<file path="src/rtl/control_path_mc.sv">
// Multi-cycle control path for the single-issue CPU: program counter, instruction
// register, sequencing FSM and instruction decode. A req/ack handshake with the
// memory lets instruction fetches and load/store transfers take wait states.
module control_path_mc #(
   parameter int             OPW      = 4,
   parameter int             RAW      = 4,
   parameter int             DW       = 16,
   parameter int             PCW      = 16,
   parameter logic [PCW-1:0] RESET_PC = '0
) (
   input  logic           clk_main,
   input  logic           reset,
   input  logic [DW-1:0]  DataIn,
   input  logic [PCW-1:0] BusA,
   input  logic           V,
   input  logic           C,
   input  logic           N,
   input  logic           Z,
   input  logic           mem_ack,
   output logic           mem_req,
   output logic [PCW-1:0] PC,
   output logic [RAW-1:0] DR,
   output logic [RAW-1:0] SA,
   output logic [RAW-1:0] SB,
   output logic [3:0]     FS,
   output logic           MB,
   output logic           MM,
   output logic           MD,
   output logic           MW,
   output logic           RW,
   output logic           halted
);

   typedef enum logic [2:0] {
      S_INIT,
      S_FETCH,
      S_EXEC,
      S_MEM,
      S_HALT
   } state_t;

   localparam logic [OPW-1:0] OP_ALU_LAST = OPW'(7);
   localparam logic [OPW-1:0] OP_ALUI     = OPW'(8);
   localparam logic [OPW-1:0] OP_LD       = OPW'(9);
   localparam logic [OPW-1:0] OP_ST       = OPW'(10);
   localparam logic [OPW-1:0] OP_BCC      = OPW'(11);
   localparam logic [OPW-1:0] OP_JMP      = OPW'(12);
   localparam logic [OPW-1:0] OP_HLT      = OPW'(15);

   state_t           state;
   state_t           state_nxt;
   logic [DW-1:0]    ir;
   logic [PCW-1:0]   pc;
   logic [OPW-1:0]   op;
   logic [2*RAW-1:0] br_off;
   logic [PCW-1:0]   br_target;
   logic             br_taken;

   assign op     = ir[DW-1 -: OPW];
   assign DR     = ir[3*RAW-1 -: RAW];
   assign SA     = ir[2*RAW-1 -: RAW];
   assign SB     = ir[RAW-1:0];
   assign PC     = pc;

   // Branch offset is the SA:SB pair, sign-extended and added to the already-incremented PC.
   assign br_off    = {SA, SB};
   assign br_target = pc + {{(PCW-2*RAW){br_off[2*RAW-1]}}, br_off};

   // Condition select: the low two bits of the DR field pick one status flag.
   always_comb begin
      case (DR[1:0])
         2'b00:   br_taken = Z;
         2'b01:   br_taken = N;
         2'b10:   br_taken = C;
         default: br_taken = V;
      endcase
   end

   // State register.
   always_ff @(posedge clk_main or negedge reset) begin
      // NOTE: sequential state is written with non-blocking assignments only, so every
      // register samples pre-edge values regardless of block ordering.
      if (!reset) state <= S_INIT;
      else        state <= state_nxt;
   end

   // Next-state logic: fetch and memory states hold until the ack edge.
   always_comb begin
      state_nxt = state;
      case (state)
         S_INIT:  state_nxt = S_FETCH;
         S_FETCH: if (mem_ack) state_nxt = S_EXEC;
         S_EXEC: begin
            if (op == OP_LD || op == OP_ST) state_nxt = S_MEM;
            else if (op == OP_HLT)          state_nxt = S_HALT;
            else                            state_nxt = S_FETCH;
         end
         S_MEM:   if (mem_ack) state_nxt = S_FETCH;
         S_HALT:  state_nxt = S_HALT;
         default: state_nxt = S_INIT;
      endcase
   end

   // PC and IR: IR loads on the fetch ack edge; branches and jumps redirect PC in EXEC.
   always_ff @(posedge clk_main or negedge reset) begin
      if (!reset) begin
         pc <= RESET_PC;
         ir <= '0;
      end else begin
         case (state)
            S_FETCH: begin
               if (mem_ack) begin
                  ir <= DataIn;
                  pc <= pc + PCW'(1);
               end
            end
            S_EXEC: begin
               if (op == OP_BCC && br_taken) pc <= br_target;
               else if (op == OP_JMP)        pc <= BusA;
            end
            default: ;
         endcase
      end
   end

   // Control outputs decoded from state and IR opcode.
   always_comb begin
      // NOTE: every output gets a default before the case, so no path leaves one
      // unassigned and no latch is inferred.
      mem_req = 1'b0;
      MM      = 1'b0;
      MW      = 1'b0;
      MD      = 1'b0;
      RW      = 1'b0;
      MB      = 1'b0;
      FS      = 4'b0000;
      halted  = 1'b0;
      case (state)
         S_FETCH: begin
            mem_req = 1'b1;
            MM      = 1'b1;
         end
         S_EXEC: begin
            if (op <= OP_ALU_LAST) begin
               FS = {1'b0, op[2:0]};
               RW = 1'b1;
            end else if (op == OP_ALUI) begin
               FS = 4'b0010;
               MB = 1'b1;
               RW = 1'b1;
            end
         end
         S_MEM: begin
            mem_req = 1'b1;
            if (op == OP_LD) begin
               MD = mem_ack;
               RW = mem_ack;
            end
            if (op == OP_ST) MW = 1'b1;
         end
         S_HALT:  halted = 1'b1;
         default: ;
      endcase
   end

endmodule
</file>
<file path="config.mk">
export PLATFORM = sky130hd
export DESIGN_NAME = control_path_mc
export DESIGN_NICKNAME = d
export VERILOG_FILES = /design/src/rtl/control_path_mc.sv
export SDC_FILE = /design/constraint.sdc
export NUM_CORES = 1
export LEC_CHECK = 0
export ABC_AREA = 1
export CORE_ASPECT_RATIO = 0.75
export CORE_MARGIN = 2
export CORE_UTILIZATION = 45
export CTS_BUF_LIST = sky130_fd_sc_hd__clkbuf_8
export DETAILED_ROUTE_END_ITERATION = 6
export PLACE_DENSITY = 0.77
export SYNTH_ARGS = -nofsm -noshare
export SYNTH_HDL_FRONTEND = slang
export SYNTH_SLANG_ARGS = --single-unit
</file>
<file path="constraint.sdc">
create_clock -name clk_main -period 1.8 [get_ports clk_main]
set_input_delay 0.27 -clock clk_main [delete_from_list [all_inputs] [get_ports clk_main]]
set_output_delay 0.27 -clock clk_main [all_outputs]
set_load 0.03 [all_outputs]
</file>
==> results of run 1 <==
## layer usage
metal,up-vias,track usage [%]
met4,0,4.521
li1,1775,-
met1,1724,33.73
met2,204,43.80
met3,18,4.128
met5,-,0
## through the flow
| step | hold slack (ps) | util [%] | setup slack, ps | power (mW) | setup TNS [ps] |
|---|---|---|---|---|---|
| after global routing | 29.96 | 72.43 | -183.9 | 11.78 | -1344 |
| after detailed placement | 324.0 | 62.62 | -80.02 | 8.478 | -375.1 |
| final | -10.33 | 72.43 | -86.54 | 11.01 | -326.4 |
| after floorplan | -25.59 | - | -156.3 | 6.277 | -268.6 |
| after global placement | 305.1 | 62.62 | -39.93 | 8.254 | -41.33 |
| after CTS | 12.09 | 66.86 | -101.1 | 9.651 | -239.1 |
## critical path: stages (launching register included)
cell and delay, ps:
dfrtp_2 430, ha_4 170, fa_2 370, nand2_2 80, nand2_1 50, nand3b_1 100, nand2_2 90, or2_4 240
nand3_2 50, nand2_1 50, o211ai_1 70, nand2_1 70
## synth_stat cells (2+ instances only)
library cell	number
o21a_1	8
o21ai_0	12
nand2_1	139
nand3b_1	4
inv_1	65
xnor2_1	2
dfrtp_1	35
ha_1	16
xor2_1	7
nor4_1	3
nor3_1	11
nand2_2	2
nor2_1	49
mux2_2	10
nand3_1	33
clkbuf_1	2
or2_2	5
a21oi_1	33
nand4_1	6
buf_2	4
buf_6	2
buf_4	15
inv_2	3
a31oi_1	4
nor2_4	2
## layout make-up
| cell class | instances | area, µm² | area share [%] |
|---|---|---|---|
| Clock buffer | 5 | 68.82 | 1.397 |
| Clock inverter | 3 | 12.51 | 0.2541 |
| Multi-Input combinational cell | 356 | 2349 | 47.69 |
| Inverter | 68 | 257.7 | 5.234 |
| Timing Repair Buffer | 138 | 1245 | 25.28 |
| Sequential cell | 35 | 887.1 | 18.01 |
| Tap cell | 84 | 105.1 | 2.134 |
## state kept, by name, indices dropped and copies added (netlist names)
name   flops
PC        16
ir        16
state      3
## final timing paths
check	to	cells past startpoint
max in group asynchronous	ir[7]$_DFFE_PN0P_	2
min in group clk_main	ir[10]$_DFFE_PN0P_	1
worst max register to register	PC[6]$_DFFE_PN0P_	11
worst max-delay path	PC[6]$_DFFE_PN0P_	11
worst min-delay path	ir[10]$_DFFE_PN0P_	1
worst min register to register	ir[10]$_DFFE_PN0P_	1
## power groups by stage
stage               clock network [mW]  registers (mW)  logic [mW]
floorplan                            0            1.92        4.36
global placement                     0            1.56        6.70
detailed placement                   0            1.59        6.89
CTS                              0.576            1.61        7.47
global route                     0.612            1.69        9.48
finish                           0.574            1.64        8.79
## timing repair
action,4_1_cts,5_1_grt
setup endpoints to repair,16,25
gates resized for setup,37,83
pin swaps,8,36
setup buffers,8,14
## cell families (layout without fill, tap and decap cells)
group	Yosys count	after routing	synth area share, %
multiplexers	10	10	3.559
adder cells (fa/ha/maj)	17	17	6.959
other	1	1	0.1185
buffers and inverters	92	214	13.33
flip-flops	35	35	27.68
XOR/XNOR	9	9	2.491
AO/OA/AOI/OAI	63	63	11.27
AND/OR/NAND/NOR	256	256	34.60
==> flow_summary.toml, run 1 <==
[layout]
syn_to_final_growth_pct = 55.63
fillers = 520
num_antenna_cells = 0
final_cell_mix = "nand2_1 (111), buf_4 (65), inv_1 (60)"
final_area_um2 = 4925
final_common_cell = "nand2_1"
stdcell_count = 689
fin_nets = 660
drive_gt1_share_pct = 32.73

[die]
die_h_um = 76.62
chipWidth_um = 100.8
boundaryPins = 78
initial_core_util_pct = 46.54
rows = 26
core_area_um2 = 6799
die_area_um2 = 7725

[power_and_ir_drop]
p_per_area_nw_per_um2 = 2235
swShare_pct = 52.43
p_clk_share_pct = 5.2
p_int_mw = 5.236
power.leakage_nw = 2.427
p_sw_mw = 5.770
ir_drop_v = 0.001142
pwr-share-comb_pct = 79.9
seq_power_share_pct = 14.9

[grt]
grt_pass1_wl_um = 15810
grt_antenna_before_repair = 0
grt_overflow = 0
grtUsageTotal_pct = 25.44
grt_max_degree = 26
grt_pass1_vias = 3477

[sta]
hold_violations = 23
setup_viol = 8
slew_violations = 0
skew_ps = 6.546
worst_pin_slew_ps = 628.9
max_slew_margin_pct = 58.07
rsz0062_at_grt = "yes"
finalCriticalPeriod_ps = 1887
worst_slack_ps = -86.54
timing.final.crit_share_pct = 104.8
fmax_mhz = 530.1
holdWs_ps = -10.33

[clock_network]
clk_path_buf_depth = 2
htreeDepth = 2
clk_latency_ps = 300
ctsHoldBuffers = 0
path_clk_slew_ps = 70
numClockSinks = 35
cts_tree = "yes"
root_buffer = "clkbuf_8"
numCtsBuffers = 5

[synth]
synth_top_area_cell = "dfrtp_1"
synth_area_per_cell_um2 = 6.551
synth_top_area_share_pct = 27.68
synth_edf_count = 0
syn_nets = 539
netlist_instances = 483
ys_seq_area_share_pct = 27.68
synth_warnings = 0
syn_area_um2 = 3164
synthTopCellsByArea = "dfrtp_1 (28%), nand2_1 (16%), inv_1 (7.7%)"
ys_ff_latch = 35
ys_dominant_reg_cell = "dfrtp_1"
synthDistinctLibCells = 36
synthArstFlopShare_pct = 100.0

[detailed_routing]
routed_via_density = 5.401
wl_met3_um = 824
wire_per_inst_um = 15.65
highest_layer = "met4"
met1_length_um = 4609
wirelength_um = 10780
remaining_drc_errors = 0
wl_met2_um = 5222
drt_iter0_drc = 219
vias = 3721
firstDrtPassIters = 5
ant_nets = 0

[outcome]
violations = "negative hold slack, negative setup slack"
status = "complete, but fails checks"

[setup_path]
start_kind = "register"
cp-startpoint = "PC[0]$_DFFE_PN0P_"
cp_max_fo = 4
rr_startpoint = "PC[0]$_DFFE_PN0P_"
critical_path_required_ps = 1980
crit_type = "reg2reg"
end_kind = "register"
rrSetupSlack_ps = -90
worstPathArrival_ps = 2070

[placement]
place_inst = 659
gp_congestion = 0.9780
io_buffers = 76
placed_cell_area_um2 = 4258
dp_hpwl_um = 7516

[min_path]
hp-class = "in2async"

[run]
maxCapViolations = 0
Note: power is estimated with default switching activity, not from simulation.
==> run 2: changes to the inputs <==
--- a/config.mk
+++ b/config.mk
@@ -10,6 +10,6 @@
 export CORE_MARGIN = 2
-export CORE_UTILIZATION = 45
+export CORE_UTILIZATION = 47
 export CTS_BUF_LIST = sky130_fd_sc_hd__clkbuf_8
 export DETAILED_ROUTE_END_ITERATION = 6
-export PLACE_DENSITY = 0.77
+export PLACE_DENSITY = 0.8
 export SYNTH_ARGS = -nofsm -noshare
--- a/constraint.sdc
+++ b/constraint.sdc
@@ -3,2 +3,2 @@
 set_output_delay 0.27 -clock clk_main [all_outputs]
-set_load 0.03 [all_outputs]
+set_load 0.01 [all_outputs]
==> flow_summary.toml, run 2 (synthesis gave the netlist of run 1 again) <==
[outcome]
status = "complete, but fails checks"
violations = "negative setup slack"

[sta]
holdWs_ps = 456.8
worst_pin_slew_ps = 515.3
setup_viol = 8
hold_violations = 0
finalCriticalPeriod_ps = 1994
max_slew_margin_pct = 65.65
worst_slack_ps = -194.5
skew_ps = 7.341
fmax_mhz = 501.4
timing.final.crit_share_pct = 110.8
rsz0062_at_grt = "yes"
slew_violations = 0

[setup_path]
crit_type = "reg2reg"
rr_startpoint = "PC[0]$_DFFE_PN0P_"
max_stage_delay_ps = 430
start_kind = "register"
path_cells = "ha_4 -> fa_2 -> nand2_4 -> nand2_2 -> nand3b_1 -> nand2_2 -> or2_4 -> nand3_2 -> nand2_1 -> o211ai_1 -> nand2_1"
end_kind = "register"
worstPathArrival_ps = 2180
cp_max_fo = 4
cp-startpoint = "PC[0]$_DFFE_PN0P_"
critical_path_required_ps = 1990
critPathSlowestCell = "dfrtp_2"

[detailed_routing]
routed_via_density = 5.607
ant_nets = 0
drt_iter0_drc = 332
wirelength_um = 11620
vias = 3919
firstDrtPassIters = 6
wire_per_inst_um = 16.62
remaining_drc_errors = 0

[min_path]
hp-class = "in2async"

[placement]
io_buffers = 76
gp_congestion = 0.9473
dp_hpwl_um = 7568
placed_cell_area_um2 = 4383

[grt]
grt_max_degree = 20
grt_overflow = 0
grt_pass1_vias = 3561
grt_antenna_before_repair = 0
grt_pass1_wl_um = 16420
grtUsageTotal_pct = 28.13

[die]
core_area_um2 = 6412
die_h_um = 75.06
die_area_um2 = 7412
initial_core_util_pct = 49.35
chipWidth_um = 98.75
boundaryPins = 78
rows = 25

[layout]
fin_nets = 673
final_area_um2 = 5065
drive_gt1_share_pct = 31.88
final_cell_mix = "nand2_1 (109), clkdlybuf4s50_1 (65), buf_4 (63)"
syn_to_final_growth_pct = 60.06
num_antenna_cells = 0
final_common_cell = "nand2_1"

[clock_network]
numClockSinks = 35
htreeDepth = 2
numCtsBuffers = 5
root_buffer = "clkbuf_8"
clk_latency_ps = 310
clk_path_buf_depth = 2
cts_tree = "yes"
path_clk_slew_ps = 80

[power_and_ir_drop]
power.leakage_nw = 2.443
ir_drop_v = 0.001268
p_per_area_nw_per_um2 = 2204

[run]
maxCapViolations = 0
[run 2: cell count changes in the layout (fill, tap and decap cells not counted), sizes merged]
cell	change
buf	+7
bufinv	+2
clkbuf	+4
clkdlybuf4s15	+1
clkdlybuf4s50	+15
clkinv	-1
dlygate4sd2	-5
dlygate4sd3	+1
dlymetal6s2s	-10
inv	-1
[run 2: final timing paths]
kind	endpoint	cells after the start	slack (ps)
worst max-delay path	PC[6]$_DFFE_PN0P_	11	-190
worst min-delay path	PC[9]$_DFFE_PN0P_	2	460
worst max register to register	PC[6]$_DFFE_PN0P_	11	-190
worst min register to register	ir[11]$_DFFE_PN0P_	1	510
max in group asynchronous	PC[0]$_DFFE_PN0P_	3	830
min in group clk_main	ir[11]$_DFFE_PN0P_	1	510
[run 2: repair_timing]
item | CTS | global route
endpoints found under the hold margin | 16 | 0
buffers inserted | 5 | 13
resized for setup | 55 | 78
setup endpoints to repair | 21 | 25
pin swaps | 10 | 24
hold buffers | 1 | 0
[run 2: layout make-up]
| cell class | instances | area, µm² |
|---|---|---|
| Fill cell | 402 | 1348 |
| Tap cell | 81 | 101.3 |
| Sequential cell | 35 | 882.1 |
| Timing Repair Buffer | 151 | 1384 |
| Inverter | 68 | 257.7 |
| Multi-Input combinational cell | 356 | 2307 |
| Clock buffer | 5 | 68.82 |
| Clock inverter | 3 | 63.81 |
[run 2: where the power goes]
group	total (mW)	leakage [nW]	switching [mW]	internal, mW
sequential	1.60	0.389	0.434	1.17
clock	0.886	0.0695	0.337	0.549
combinational	8.67	1.98	4.61	4.07
total	11.2	2.44	5.38	5.78
[run 2: per-layer routing]
metal / share of wire, % / wire [µm] / GRT usage (%) / up-vias
li1: - / - / - / 1807
met1: 40 / 4602 / 34.40 / 1812
met2: 48 / 5566 / 49.77 / 242
met3: 8.4 / 974 / 4.735 / 58
met4: 4.1 / 473 / 12.63 / 0
met5: 0 / 0 / 0 / -
[run 2: per-stage QoR]
stage               total power, mW  setup WS [ps]  TNS (ps)  instances  util, %
global placement              7.893         -93.86    -236.7        673    68.35
CTS                           9.666         -97.29    -320.4        687    73.81
finish                        11.16         -194.5    -831.0        699    78.99
detailed placement            8.149         -300.1     -1111        673    68.35
floorplan                     5.595         -27.94    -27.94        483        -
global route                  11.90         -325.1     -1731        699    78.99
[run 2: critical path, delay by kind of cell (launching register included)]
kind,cells,cell delay [ps]
AND/OR/NAND/NOR,8,820
adder cells (fa/ha/maj),2,540
flip-flops,1,430
AO/OA/AOI/OAI,1,100
==> run 3: changes to the inputs <==
CORE_ASPECT_RATIO = default   (was 0.75)
CORE_MARGIN = 1   (was 2)
CORE_UTILIZATION = 46   (was 47)
CTS_BUF_LIST = sky130_fd_sc_hd__clkbuf_16   (was sky130_fd_sc_hd__clkbuf_8)
PLACE_DENSITY = 0.78   (was 0.8)
==> flow_summary.toml, run 3 (synthesis gave the netlist of run 1 again) <==
[outcome]
status = "complete, but fails checks"
violations = "design-rule violations, negative setup slack"

[setup_path]
path_cells = "ha_4 -> fa_2 -> nand2_2 -> nand2_1 -> nand3b_1 -> nand2_2 -> or2_4 -> nand3_2 -> nand2_1 -> o211ai_1 -> nand2_1"
critPathSlowestCell = "dfrtp_2"
cp_num_buf_inv = 0
end_kind = "register"
crit_family = "simple AND/OR/NAND/NOR gates"
rr_startpoint = "PC[0]$_DFFE_PN0P_"
cp-startpoint = "PC[0]$_DFFE_PN0P_"
worst_path_most_repeated_cell = "nand2_1"
critical_path_required_ps = 1960
max_stage_delay_ps = 420
cp_max_fo = 4
worstPathArrival_ps = 2170
start_kind = "register"
crit_type = "reg2reg"

[sta]
fmax_mhz = 496.5
hold_violations = 0
timing.final.crit_share_pct = 111.9
holdWs_ps = 422.7
rsz0062_at_grt = "yes"
slew_violations = 0
finalCriticalPeriod_ps = 2014
skew_ps = 3.647
worst_slack_ps = -214.0
final.setup.tns_ps = -834.2
setup_viol = 11

[clock_network]
path_clk_slew_ps = 50
clk_latency_ps = 280
numClockSinks = 35
root_buffer = "clkbuf_16"
clk_path_buf_depth = 2
cts_tree = "yes"
htreeDepth = 2
numCtsBuffers = 5
ctsHoldBuffers = 0

[layout]
regArea_um2 = 882.1
syn_to_final_growth_pct = 62.63
drive_gt1_share_pct = 32.80
final_cell_mix = "nand2_1 (116), clkdlybuf4s50_1 (66), buf_4 (66)"
utilization_pct = 79.23
multi_input_area_um2 = 2355
final_common_cell = "nand2_1"
fillers = 429
stdcell_count = 699
fin_nets = 677
num_antenna_cells = 0

[power_and_ir_drop]
ir_drop_v = 0.001059
p_per_area_nw_per_um2 = 2186
power.leakage_nw = 2.468

[grt]
grt_overflow = 0
grt_max_degree = 36
grt_antenna_before_repair = 0
grt_pass1_wl_um = 17060
grtUsageTotal_pct = 29.54
grt_pass1_vias = 3800

[run]
maxCapViolations = 0

[die]
boundaryPins = 78
die_area_um2 = 7215
initial_core_util_pct = 48.72
die_h_um = 84.94
chipWidth_um = 84.94
rows = 29
core_area_um2 = 6495

[placement]
gp_congestion = 0.8860
place_inst = 669
dp_hpwl_um = 7260
io_buffers = 76

[min_path]
hp-class = "in2async"

[detailed_routing]
firstDrtPassIters = 7
drt_iter0_drc = 356
wire_per_inst_um = 16.69
wirelength_um = 11670
ant_nets = 0
vias = 3957
remaining_drc_errors = 3
routed_via_density = 5.661
==> run 3: layout make-up <==
cell class                      count  share of cell area (%)
Clock inverter                      3                  0.2188
Clock buffer                        5                   2.431
Sequential cell                    35                   17.14
Multi-Input combinational cell    356                   45.76
Tap cell                           77                   1.872
Timing Repair Buffer              155                   27.57
Inverter                           68                   5.009
==> run 3: path summary, 6_finish.rpt <==
path | end | slack (ps) | depth (start not counted)
max | PC[6]$_DFFE_PN0P_ | -210 | 11
min | ir[10]$_DFFE_PN0P_ | 420 | 2
max reg2reg | PC[6]$_DFFE_PN0P_ | -210 | 11
min reg2reg | ir[10]$_DFFE_PN0P_ | 500 | 1
max in group asynchronous | ir[7]$_DFFE_PN0P_ | 1010 | 2
min in group clk_main | ir[10]$_DFFE_PN0P_ | 500 | 1
==> run 3: timing repair <==
action,in CTS,in global routing
endpoints found under the setup margin,21,27
setup buffers,15,10
pin swaps,10,19
gates resized for setup,70,80
cloned,0,1
==> run 3: stage by stage <==
stage | setup WS (ps) | power, mW | area (µm²)
2_1_floorplan | -27.94 | 5.595 | 3202
3_3_place_gp | -118.4 | 7.816 | 4358
3_5_place_dp | -172.6 | 8.070 | 4358
4_1_cts | -98.31 | 9.747 | 4793
5_1_grt | -271.9 | 12.01 | 5146
6_report | -214.0 | 11.25 | 5146
==> run 3: layer usage <==
layer  GRT usage, %  up-vias  wire length, µm
li1               -     1819                -
met1          35.31     1872             4399
met2          54.11      216             5985
met3          4.280       50              850
met4          9.861        0              433
met5              0        -                0
==> run 3: where the power goes <==
part	total (mW)	leakage, nW	internal [mW]	switching (mW)
clock	0.815	0.0701	0.498	0.317
combinational	8.84	2.01	4.14	4.69
sequential	1.60	0.389	1.17	0.429
